--- config.mk ---
export PLATFORM = sky130hd
export DESIGN_NAME = muldiv_wb_scheduler
export DESIGN_NICKNAME = d
export VERILOG_FILES = /design/src/rtl/muldiv_sched_pkg.sv /design/src/rtl/muldiv_unit_tracker.sv /design/src/rtl/muldiv_wb_scheduler.sv
export SDC_FILE = /design/constraint.sdc
export NUM_CORES = 1
export LEC_CHECK = 0
export BUFFER_PORTS_ARGS = -buffer_cell sky130_fd_sc_hd__buf_2
export CORE_ASPECT_RATIO = 0.7
export CORE_MARGIN = 2
export CORE_UTILIZATION = 55
export DETAILED_ROUTE_END_ITERATION = 12
export GPL_ROUTABILITY_DRIVEN = 0
export GPL_TIMING_DRIVEN = 1
export PLACE_DENSITY = 0.76
export SYNTH_ARGS = -nofsm -noshare
export SYNTH_HDL_FRONTEND = slang
export SYNTH_HIERARCHICAL = 1
export SYNTH_SLANG_ARGS = --single-unit
--- constraint.sdc ---
create_clock -name clk -period 7.6 [get_ports clk]
set_input_delay 0 -clock clk [delete_from_list [all_inputs] [get_ports clk]]
set_output_delay 0 -clock clk [all_outputs]
set_load 0.01 [all_outputs]
--- src/rtl/muldiv_sched_pkg.sv ---
// Shared types for the mul/div writeback scheduler: tracker states and unit IDs.
package muldiv_sched_pkg;

  typedef enum logic [1:0] {
    U_IDLE  = 2'd0,
    U_BUSY  = 2'd1,
    U_DONE  = 2'd2,
    U_DRAIN = 2'd3
  } unit_state_t;

  // Unit identifiers, also the encoding of the round-robin "last granted" bit.
  localparam logic UNIT_MUL = 1'b0;
  localparam logic UNIT_DIV = 1'b1;

endpackage

--- src/rtl/muldiv_unit_tracker.sv ---
// Tracks one multi-cycle unit (multiplier or divider): lifecycle FSM,
// destination register of the in-flight op and a saturating starvation counter.
module muldiv_unit_tracker
  import muldiv_sched_pkg::*;
#(
  parameter int REGW         = 5,
  parameter int STARVE_LIMIT = 4,
  parameter int CNTW         = 3
) (
  input  logic            clk,
  input  logic            Rst,
  input  logic            i_flush,
  input  logic            i_start,
  input  logic            i_done,
  input  logic            i_grant,
  input  logic [REGW-1:0] i_rd,
  output unit_state_t     o_state,
  output logic [REGW-1:0] o_rd,
  output logic            o_starved
);

  localparam logic [CNTW-1:0] LIMIT = CNTW'(STARVE_LIMIT);

  unit_state_t     r_state;
  unit_state_t     w_state_nxt;
  logic [REGW-1:0] r_rd;
  logic [CNTW-1:0] r_cnt;

  // State register.
  always_ff @(posedge clk) begin
    if (Rst) r_state <= U_IDLE;
    else     r_state <= w_state_nxt;
  end

  // Next-state logic. A flush that coincides with done discards the result
  // directly, otherwise the tracker would drain waiting for a done that never comes.
  always_comb begin
    w_state_nxt = r_state;
    unique case (r_state)
      U_IDLE:  if (i_start) w_state_nxt = U_BUSY;
      U_BUSY: begin
        if (i_flush)     w_state_nxt = i_done ? U_IDLE : U_DRAIN;
        else if (i_done) w_state_nxt = U_DONE;
      end
      U_DONE:  if (i_flush || i_grant) w_state_nxt = U_IDLE;
      U_DRAIN: if (i_done) w_state_nxt = U_IDLE;
      default: w_state_nxt = U_IDLE;
    endcase
  end

  // Destination register of the launched op; pure data, no reset needed.
  always_ff @(posedge clk) begin
    if (i_start) r_rd <= i_rd;
  end

  // Counts cycles spent waiting in U_DONE for the slot, saturating at the limit.
  always_ff @(posedge clk) begin
    if (Rst)                                           r_cnt <= '0;
    else if (r_state != U_DONE || i_grant || i_flush) r_cnt <= '0;
    else if (r_cnt != LIMIT)                           r_cnt <= r_cnt + 1'b1;
  end

  assign o_state   = r_state;
  assign o_rd      = r_rd;
  assign o_starved = (r_cnt == LIMIT);

endmodule

--- src/rtl/muldiv_wb_scheduler.sv ---
// Issues mul/div ops, keeps the pending-destination scoreboard, stalls ID on
// RAW/WAW/structural hazards and arbitrates the shared EX/MEM writeback slot.
module muldiv_wb_scheduler
  import muldiv_sched_pkg::*;
#(
  parameter int NREGS        = 32,
  parameter int REGW         = 5,
  parameter int STARVE_LIMIT = 4,
  parameter int CNTW         = 3
) (
  input  logic            clk,
  input  logic            Rst,
  input  logic            flush,
  input  logic            id_valid,
  input  logic            id_is_mul,
  input  logic            id_is_div,
  input  logic [REGW-1:0] id_rd,
  input  logic [REGW-1:0] id_rs1,
  input  logic [REGW-1:0] id_rs2,
  input  logic            id_use_rs1,
  input  logic            id_use_rs2,
  input  logic            ex_slot_busy,
  input  logic            mul_done,
  input  logic            div_done,
  output logic            mul_start,
  output logic            div_start,
  output logic            mul_ready,
  output logic            div_ready,
  output logic [REGW-1:0] wb_rd,
  output logic            force_bubble,
  output logic            stall_id
);

  logic [NREGS-1:0] r_sb;
  logic             r_rr_last;
  logic [NREGS-1:0] w_sb_clr;
  logic [NREGS-1:0] w_sb_set;
  unit_state_t      w_mul_state;
  unit_state_t      w_div_state;
  logic [REGW-1:0]  w_mul_rd;
  logic [REGW-1:0]  w_div_rd;
  logic             w_mul_starved;
  logic             w_div_starved;
  logic             w_grant_mul;
  logic             w_grant_div;
  logic             w_raw;
  logic             w_waw;
  logic             w_struct;

  muldiv_unit_tracker #(.REGW(REGW), .STARVE_LIMIT(STARVE_LIMIT), .CNTW(CNTW)) u_mul_trk (
    .clk(clk), .Rst(Rst), .i_flush(flush), .i_start(mul_start), .i_done(mul_done),
    .i_grant(w_grant_mul), .i_rd(id_rd), .o_state(w_mul_state), .o_rd(w_mul_rd),
    .o_starved(w_mul_starved)
  );

  muldiv_unit_tracker #(.REGW(REGW), .STARVE_LIMIT(STARVE_LIMIT), .CNTW(CNTW)) u_div_trk (
    .clk(clk), .Rst(Rst), .i_flush(flush), .i_start(div_start), .i_done(div_done),
    .i_grant(w_grant_div), .i_rd(id_rd), .o_state(w_div_state), .o_rd(w_div_rd),
    .o_starved(w_div_starved)
  );

  // Hazard detection; bit 0 of the scoreboard is never set, so x0 never stalls.
  assign w_raw    = (id_use_rs1 & r_sb[id_rs1]) | (id_use_rs2 & r_sb[id_rs2]);
  assign w_waw    = (id_is_mul | id_is_div) & r_sb[id_rd] & (id_rd != '0);
  assign w_struct = (id_is_mul & (w_mul_state != U_IDLE)) |
                    (id_is_div & (w_div_state != U_IDLE));
  assign stall_id = id_valid & (w_raw | w_waw | w_struct);

  assign mul_start = id_valid & id_is_mul & ~stall_id & ~flush;
  assign div_start = id_valid & id_is_div & ~stall_id & ~flush;

  // Slot arbiter: only finished units compete; on a tie the unit not granted last wins.
  always_comb begin
    w_grant_mul = 1'b0;
    w_grant_div = 1'b0;
    if (!ex_slot_busy && !flush) begin
      if (w_mul_state == U_DONE && w_div_state == U_DONE) begin
        if (r_rr_last == UNIT_MUL) w_grant_div = 1'b1;
        else                       w_grant_mul = 1'b1;
      end else if (w_mul_state == U_DONE) begin
        w_grant_mul = 1'b1;
      end else if (w_div_state == U_DONE) begin
        w_grant_div = 1'b1;
      end
    end
  end

  assign mul_ready    = w_grant_mul;
  assign div_ready    = w_grant_div;
  assign force_bubble = w_mul_starved | w_div_starved;

  // Writeback destination of whichever unit holds the slot.
  always_comb begin
    wb_rd = '0;
    if (w_grant_mul)      wb_rd = w_mul_rd;
    else if (w_grant_div) wb_rd = w_div_rd;
  end

  // Scoreboard update masks; the set is applied after the clear so it wins.
  always_comb begin
    w_sb_clr = '0;
    w_sb_set = '0;
    if (w_grant_mul || w_grant_div)                w_sb_clr[wb_rd] = 1'b1;
    if ((mul_start || div_start) && id_rd != '0) w_sb_set[id_rd] = 1'b1;
  end

  // Pending-destination scoreboard.
  always_ff @(posedge clk) begin
    if (Rst || flush) r_sb <= '0;
    else              r_sb <= (r_sb & ~w_sb_clr) | w_sb_set;
  end

  // Round-robin memory of the last granted unit.
  always_ff @(posedge clk) begin
    if (Rst)              r_rr_last <= UNIT_MUL;
    else if (w_grant_mul) r_rr_last <= UNIT_MUL;
    else if (w_grant_div) r_rr_last <= UNIT_DIV;
  end

endmodule

Word-level counts from Yosys, hierarchy flattened. Cells that the tools add are included.

Input bits: 26. Logic and storage cells: 123. Output and inout bits: 11. Flip-flop bits (word level): 53.

Reductions and logical operators: 26. Equality and inequality tests: 20. $lt $le $gt $ge: 6. $add $sub $neg: 2. Bitwise logic cells: 24. Mux-type cells: 37.

Operator list (number): $mux 32 (2); $and 32x32->32 (1); $not 32->32 (1); $or 32x32->32 (1); $lt 5x6->1 const B (4); $mux 2 (12); $pmux 2 s4 (2); $bmux 1 s5 (3); $mux 1 (14); $and 1x1->1 (13); $ne 2x2->1 const B (6); $ne 3x3->1 const B (4); $demux 1 s5 (2); $ge 5x1->1 const B (2); $mux 5 (2); $logic_or 1x1->1 (9); $eq 2x2->1 const B (4); $reduce_and 4->1 (2); $add 3x1->3 const B (2); $eq 3x3->1 const B (2); $or 1x1->1 (6); $reduce_or 2->1 (3); $logic_and 1x1->1 (5); $reduce_bool 5->1 (1); other kinds (6) (12).

Longest topological paths before layout.
Depth after elaboration: 15. Mapped depth: 10. Depth with buffers taken out: 8.

Hierarchy. Netlist, hierarchy kept.

Modules (own cells, without submodules): muldiv_wb_scheduler (area an instance 2506.2 µm², cells each 289, instances 1, seq. area each 660.6 µm²); muldiv_unit_tracker (area an instance 406.6 µm², cells each 36, instances 2, seq. area each 250.2 µm²).

Worst setup path before layout. No wires, ideal clock.

Path kind: reg2reg. Start point: register r_sb[15]. End point: register u_div_trk.r_rd[0] (netlist: u_div_trk/o_rd[0]) (enable). Slack: 4.987 ns. Data required time: 7.227 ns. Clock period less this slack: 2.613 ns. Data arrival time: 2.240 ns. Stages on the path, launching flop included: 7. Cell sequence: dfxtp_1 > mux4_2 > mux2_2 > or3_1 > a41oi_2 > nand3_1 > nor2_1.

Cells in the longest elaborated chain, start to end: 10. Elaborated cells between the ends (all ways): 17. Classes of those cells: mux: 6; bitwise: 11.

Ends and longest elaborated chain: start, declared (line muldiv_wb_scheduler.sv:34) `logic [NREGS-1:0] r_sb;`; start signal, assigned (line muldiv_wb_scheduler.sv:110) `else r_sb <= (r_sb & ~w_sb_clr) | w_sb_set;`; $bmux 1 s5, on equally long branches (line muldiv_wb_scheduler.sv:63, muldiv_wb_scheduler.sv:64); $mux 1, on equally long branches (line muldiv_wb_scheduler.sv:63, muldiv_wb_scheduler.sv:64); $and 1x1->1, on equally long branches (line muldiv_wb_scheduler.sv:63, muldiv_wb_scheduler.sv:64); $or 1x1->1 or $and 1x1->1 (tied branches) (line muldiv_wb_scheduler.sv:63, muldiv_wb_scheduler.sv:64); $or 1x1->1 (*) (2 in series) (line muldiv_wb_scheduler.sv:67) `assign stall_id = id_valid & (w_raw | w_waw | w_struct);`; $and 1x1->1 (*) (line muldiv_wb_scheduler.sv:67); $not 1->1 (*) (line muldiv_wb_scheduler.sv:70) `assign div_start = id_valid & id_is_div & ~stall_id & ~flush;`; $and 1x1->1 (*) (2 in series) (line muldiv_wb_scheduler.sv:70); via div_start (line muldiv_wb_scheduler.sv:26) `output logic div_start,`; end signal, assigned (line muldiv_unit_tracker.sv:53) `if (i_start) r_rd <= i_rd;`; end, declared (line muldiv_unit_tracker.sv:26) `logic [REGW-1:0] r_rd;`.

Mark *: on every way through the listed nets, which the timed path passes. The rest lies on a longest branch. The select of a mux whose other input is x is not followed. A chain may end at the register's enable or synchronous reset.

Worst setup path after layout.
Start point: register r_sb[15]. End point: output div_start.

Cells in the longest elaborated chain, start to end: 10. Elaborated cells between the ends (all ways): 17. Classes of those cells: mux: 6; bitwise: 11.

Ends and longest elaborated chain (line): $bmux 1 s5, on equally long branches (muldiv_wb_scheduler.sv:63, muldiv_wb_scheduler.sv:64); $mux 1, on equally long branches (muldiv_wb_scheduler.sv:63, muldiv_wb_scheduler.sv:64); $and 1x1->1, on equally long branches (muldiv_wb_scheduler.sv:63, muldiv_wb_scheduler.sv:64); $or 1x1->1 or $and 1x1->1 (tied branches) (muldiv_wb_scheduler.sv:63, muldiv_wb_scheduler.sv:64); $or 1x1->1 (*) (2 in series) (muldiv_wb_scheduler.sv:67); $and 1x1->1 (*) (muldiv_wb_scheduler.sv:67); $not 1->1 (*) (muldiv_wb_scheduler.sv:70); $and 1x1->1 (*) (2 in series) (muldiv_wb_scheduler.sv:70); end, declared (muldiv_wb_scheduler.sv:26).

Mark *: on every way between the ends. The rest lies on a longest branch, timed or not. The select of a mux whose other input is x is not followed.

==> metrics.log <==
INFO  metric cell_chosen_for_the_clock_root = sky130_fd_sc_hd__clkbuf_8
INFO  metric final_cell_mix = 43 x sky130_fd_sc_hd__dfxtp_1, 41 x sky130_fd_sc_hd__o21ai_0, 36 x sky130_fd_sc_hd__buf_2, 25 x sky130_fd_sc_hd__nor2_1, 23 x sky130_fd_sc_hd__nand2_1
INFO  metric grt_start_max_net_pins = 34
INFO  metric via_count = 3164
INFO  metric synth_top_area_cell = sky130_fd_sc_hd__dfxtp_1
INFO  metric ctsResizeCount = 0
INFO  metric fin_setup_tns = 0 ns
INFO  metric adder_cell_share_of_the_synthesized_area = 1.51%
INFO  metric start_kind = flip-flop
INFO  metric post_route_drc_violation_count = 0
INFO  metric floorplan.initialDensity = 57.4%
INFO  metric netlist_area = 3320 um^2
INFO  metric synth_fp_nets = 391
INFO  metric cts_sinks = 53
INFO  metric max-clock-path-buffers = 2
INFO  metric period_needed = 3.03 ns
INFO  metric n_antenna_cell = 0
INFO  metric post_synthesis_simple_gate_area_fraction = 21.8%
INFO  metric final_routed_wirelength_across_all_metal_layers = 9670 um
INFO  metric data_required_time_of_the_critical_path = 7.60 ns
INFO  metric cp_max_fo = 9
INFO  metric netlist.area_leader.share = 25.9%
INFO  metric tightest_slew = 0.589 ns
INFO  metric grt_pass1_wl = 16100 um
INFO  metric buffer_ports.inserted = 36
INFO  metric drt_iter0_drc = 370
INFO  metric post_cts.repair.setup_buffers = 0
INFO  metric synth-async-reset-ratio = 0%
INFO  metric syn_area_per_cell = 9.20 um^2
INFO  metric cells_after_synthesis = 361
INFO  metric hold_viol = 0
INFO  metric antenna_left = 0
INFO  metric synth_warnings = 6
INFO  metric placed_instances = 457
INFO  metric rsz_0062_raised_after_global_routing = no
INFO  metric yosys.area_share.xor_xnor = 0.528%
INFO  metric synth_compound_gate_area_share = 21.1%
INFO  metric synthMuxAreaShare = 16.8%
INFO  metric wl_per_cell = 20.7 um
INFO  metric max_freq = 330 MHz
INFO  metric pwr_density_cell = 141 nW/um^2
INFO  metric hold_class = input pin to flip-flop
INFO  metric fin_total_pwr = 0.514 mW
INFO  metric gr-total-overflow = 0
INFO  metric ys_ff_latch = 53
INFO  metric worstSkewPairLatency = 0.31 ns
INFO  metric antenna_found_initial = 0
INFO  metric post_route_fraction_of_the_period_consumed_by_the_critical_path = 39.9%
INFO  metric tritoncts = built
INFO  metric dominant_combinational_cell_family_by_area_after_synthesis = simple AND/OR/NAND/NOR gates
INFO  metric area_of_the_core = 5780 um^2
INFO  metric commonest_non_fill_non_tap_cell_in_the_layout = sky130_fd_sc_hd__dfxtp_1
INFO  metric number_of_buffers_created_by_cts = 5
INFO  metric worst_setup_hold_path_clk_slew = 0.09 ns
INFO  metric worstPathArrival = 3.03 ns
INFO  metric post-dp-hpwl = 7390 um
INFO  metric leakage = 1.30 nW
INFO  metric worst_hold_slack = 0.0165 ns
INFO  metric die_height = 69 um
INFO  metric synthDistinctLibCells = 47
INFO  metric final_net_count = 421
INFO  metric die-width = 96.9 um
INFO  metric r2r_setup_slack = 4.75 ns
INFO  metric row_count = 23
INFO  metric synth.area.top_cells = sky130_fd_sc_hd__dfxtp_1 26%, sky130_fd_sc_hd__mux4_2 9.5%, sky130_fd_sc_hd__edfxtp_1 9.0%, sky130_fd_sc_hd__mux2i_1 6.6%, sky130_fd_sc_hd__o21ai_0 6.2%
INFO  metric detail_route.first_pass.iterations = 5
INFO  metric post_route_cells_drive_above_1_share = 18.4%
INFO  metric worst_slack = 4.57 ns
INFO  metric critical_path.endpoint_type = output pin
INFO  metric worst-setup-path-type = flip-flop to output pin
INFO  metric grt_pass1_vias = 3005
INFO  metric gr-usage-all-layers = 29.9%
INFO  metric synth_seq_area_share = 35.0%
INFO  metric worst_clock_skew = 0.00893 ns
INFO  metric dominantRegCellSynth = sky130_fd_sc_hd__dfxtp_1
INFO  metric avgViaCountPerCell = 6.78
INFO  metric cts_htree_levels = 2
INFO  metric run_status = complete, no violations
INFO  metric drv_cap = 0
INFO  metric worst_slew_margin_rel = 60.7%
INFO  metric place_worst_setup_slack = 4.77 ns
INFO  metric edff_count_synth = 10
INFO  metric die_area = 6680 um^2
INFO  metric final-setup-viol-count = 0
INFO  metric design.portCount = 37
INFO  metric syn_to_final_growth = 9.80%
INFO  metric vdd_drop_max = 0.0000956 V
INFO  metric instances_no_fill = 467
INFO  metric number_of_max_slew_violations_in_the_final_report = 0
-- cells in the mapped netlist (2+ instances only) --
cell type                   n
sky130_fd_sc_hd__dfxtp_1   43
sky130_fd_sc_hd__o21ai_0   41
sky130_fd_sc_hd__nor2_1    25
sky130_fd_sc_hd__nand2_1   23
sky130_fd_sc_hd__mux2i_1   22
sky130_fd_sc_hd__o311ai_0  20
sky130_fd_sc_hd__nand3_1   16
sky130_fd_sc_hd__nor2b_1   15
sky130_fd_sc_hd__mux4_2    14
sky130_fd_sc_hd__a21oi_1   12
sky130_fd_sc_hd__clkbuf_1  12
sky130_fd_sc_hd__o211ai_1  12
sky130_fd_sc_hd__edfxtp_1  10
sky130_fd_sc_hd__inv_1     10
sky130_fd_sc_hd__nand2b_1   9
sky130_fd_sc_hd__nand4_1    9
sky130_fd_sc_hd__a22oi_1    5
sky130_fd_sc_hd__nand3b_1   5
sky130_fd_sc_hd__nor3_1     5
sky130_fd_sc_hd__ha_1       4
sky130_fd_sc_hd__nor3_2     4
sky130_fd_sc_hd__nor3b_1    4
sky130_fd_sc_hd__and2_1     3
sky130_fd_sc_hd__and3_1     3
sky130_fd_sc_hd__buf_2      3
sky130_fd_sc_hd__or2_2      3
sky130_fd_sc_hd__a221oi_1   2
sky130_fd_sc_hd__a31oi_1    2
sky130_fd_sc_hd__mux2_2     2
sky130_fd_sc_hd__nand3b_2   2
sky130_fd_sc_hd__o211a_1    2
sky130_fd_sc_hd__o221ai_1   2
sky130_fd_sc_hd__or3_1      2
sky130_fd_sc_hd__xnor2_1    2
-- logic make-up after synthesis --
family,count (synthesis)
compound gates,105
xor+xnor,2
fa+ha+maj,4
buf+inv,27
flops,53
mux,38
simple gates,132
-- metrics by stage --
stage	util, %	instance area (um^2)
2_1_floorplan	-	3320
3_3_place_gp	61.2	3540
3_5_place_dp	61.2	3540
4_1_cts	63.0	3640
5_1_grt	63.0	3640
6_report	63.0	3640
-- routing by layer --
layer / vias up / global-route usage, % / part of all wire, %
li1: 1463 / - / -
met1: 1520 / 46.0 / 46
met2: 165 / 42.6 / 42
met3: 16 / 7.10 / 10
met4: 0 / 6.26 / 1.6
met5: - / 0 / 0
-- critical path: stages (launching register included) --
cell	delay, ns
sky130_fd_sc_hd__dfxtp_1	0.35
sky130_fd_sc_hd__mux4_2	0.47
sky130_fd_sc_hd__mux2_2	0.27
sky130_fd_sc_hd__or3_1	0.34
sky130_fd_sc_hd__a41oi_2	0.37
sky130_fd_sc_hd__nand3_1	0.21
sky130_fd_sc_hd__nor2_1	0.48
sky130_fd_sc_hd__buf_2	0.23
-- state kept, by name, indices dropped and copies added, names as in the netlist --
register           count
r_sb                  32
u_div_trk/o_rd         5
u_mul_trk/o_rd         5
u_div_trk/r_cnt        3
u_mul_trk/r_cnt        3
u_div_trk/o_state      2
u_mul_trk/o_state      2
r_rr_last              1
-- worst paths after layout --
path | from | endpoint | cells after the start
setup reg to reg | r_sb[15] | u_div_trk/o_rd[0] | 6
hold / removal | id_rd[3] | u_div_trk/o_rd[3] | 1
setup / recovery | r_sb[15] | div_start | 7
hold reg to reg | r_sb[0] | r_sb[0] | 1
-- report_power, final --
| group | total [mW] | switching (mW) | leakage, nW | internal, mW |
|---|---|---|---|---|
| Combinational | 0.0630 | 0.0395 | 0.821 | 0.0235 |
| Sequential | 0.291 | 0.00245 | 0.437 | 0.288 |
| Clock | 0.160 | 0.0912 | 0.0419 | 0.0690 |
-- cell type report --
cell class / instances / area [um^2]
repair buffers: 40 / 215
inverters: 10 / 37.5
clock inverters: 1 / 7.51
flip-flops and latches: 53 / 1160
well taps: 75 / 93.8
clock buffers: 7 / 80.1
multi-input cells: 281 / 2050
fillers: 487 / 2140
-- what timing repair did --
| item | CTS | global route |
|---|---|---|
| hold buffers | 2 | 0 |
| hold endpoints to repair | 7 | 0 |
| endpoints found under the setup margin | 0 | 0 |
Power figures use the tool's default switching activity.
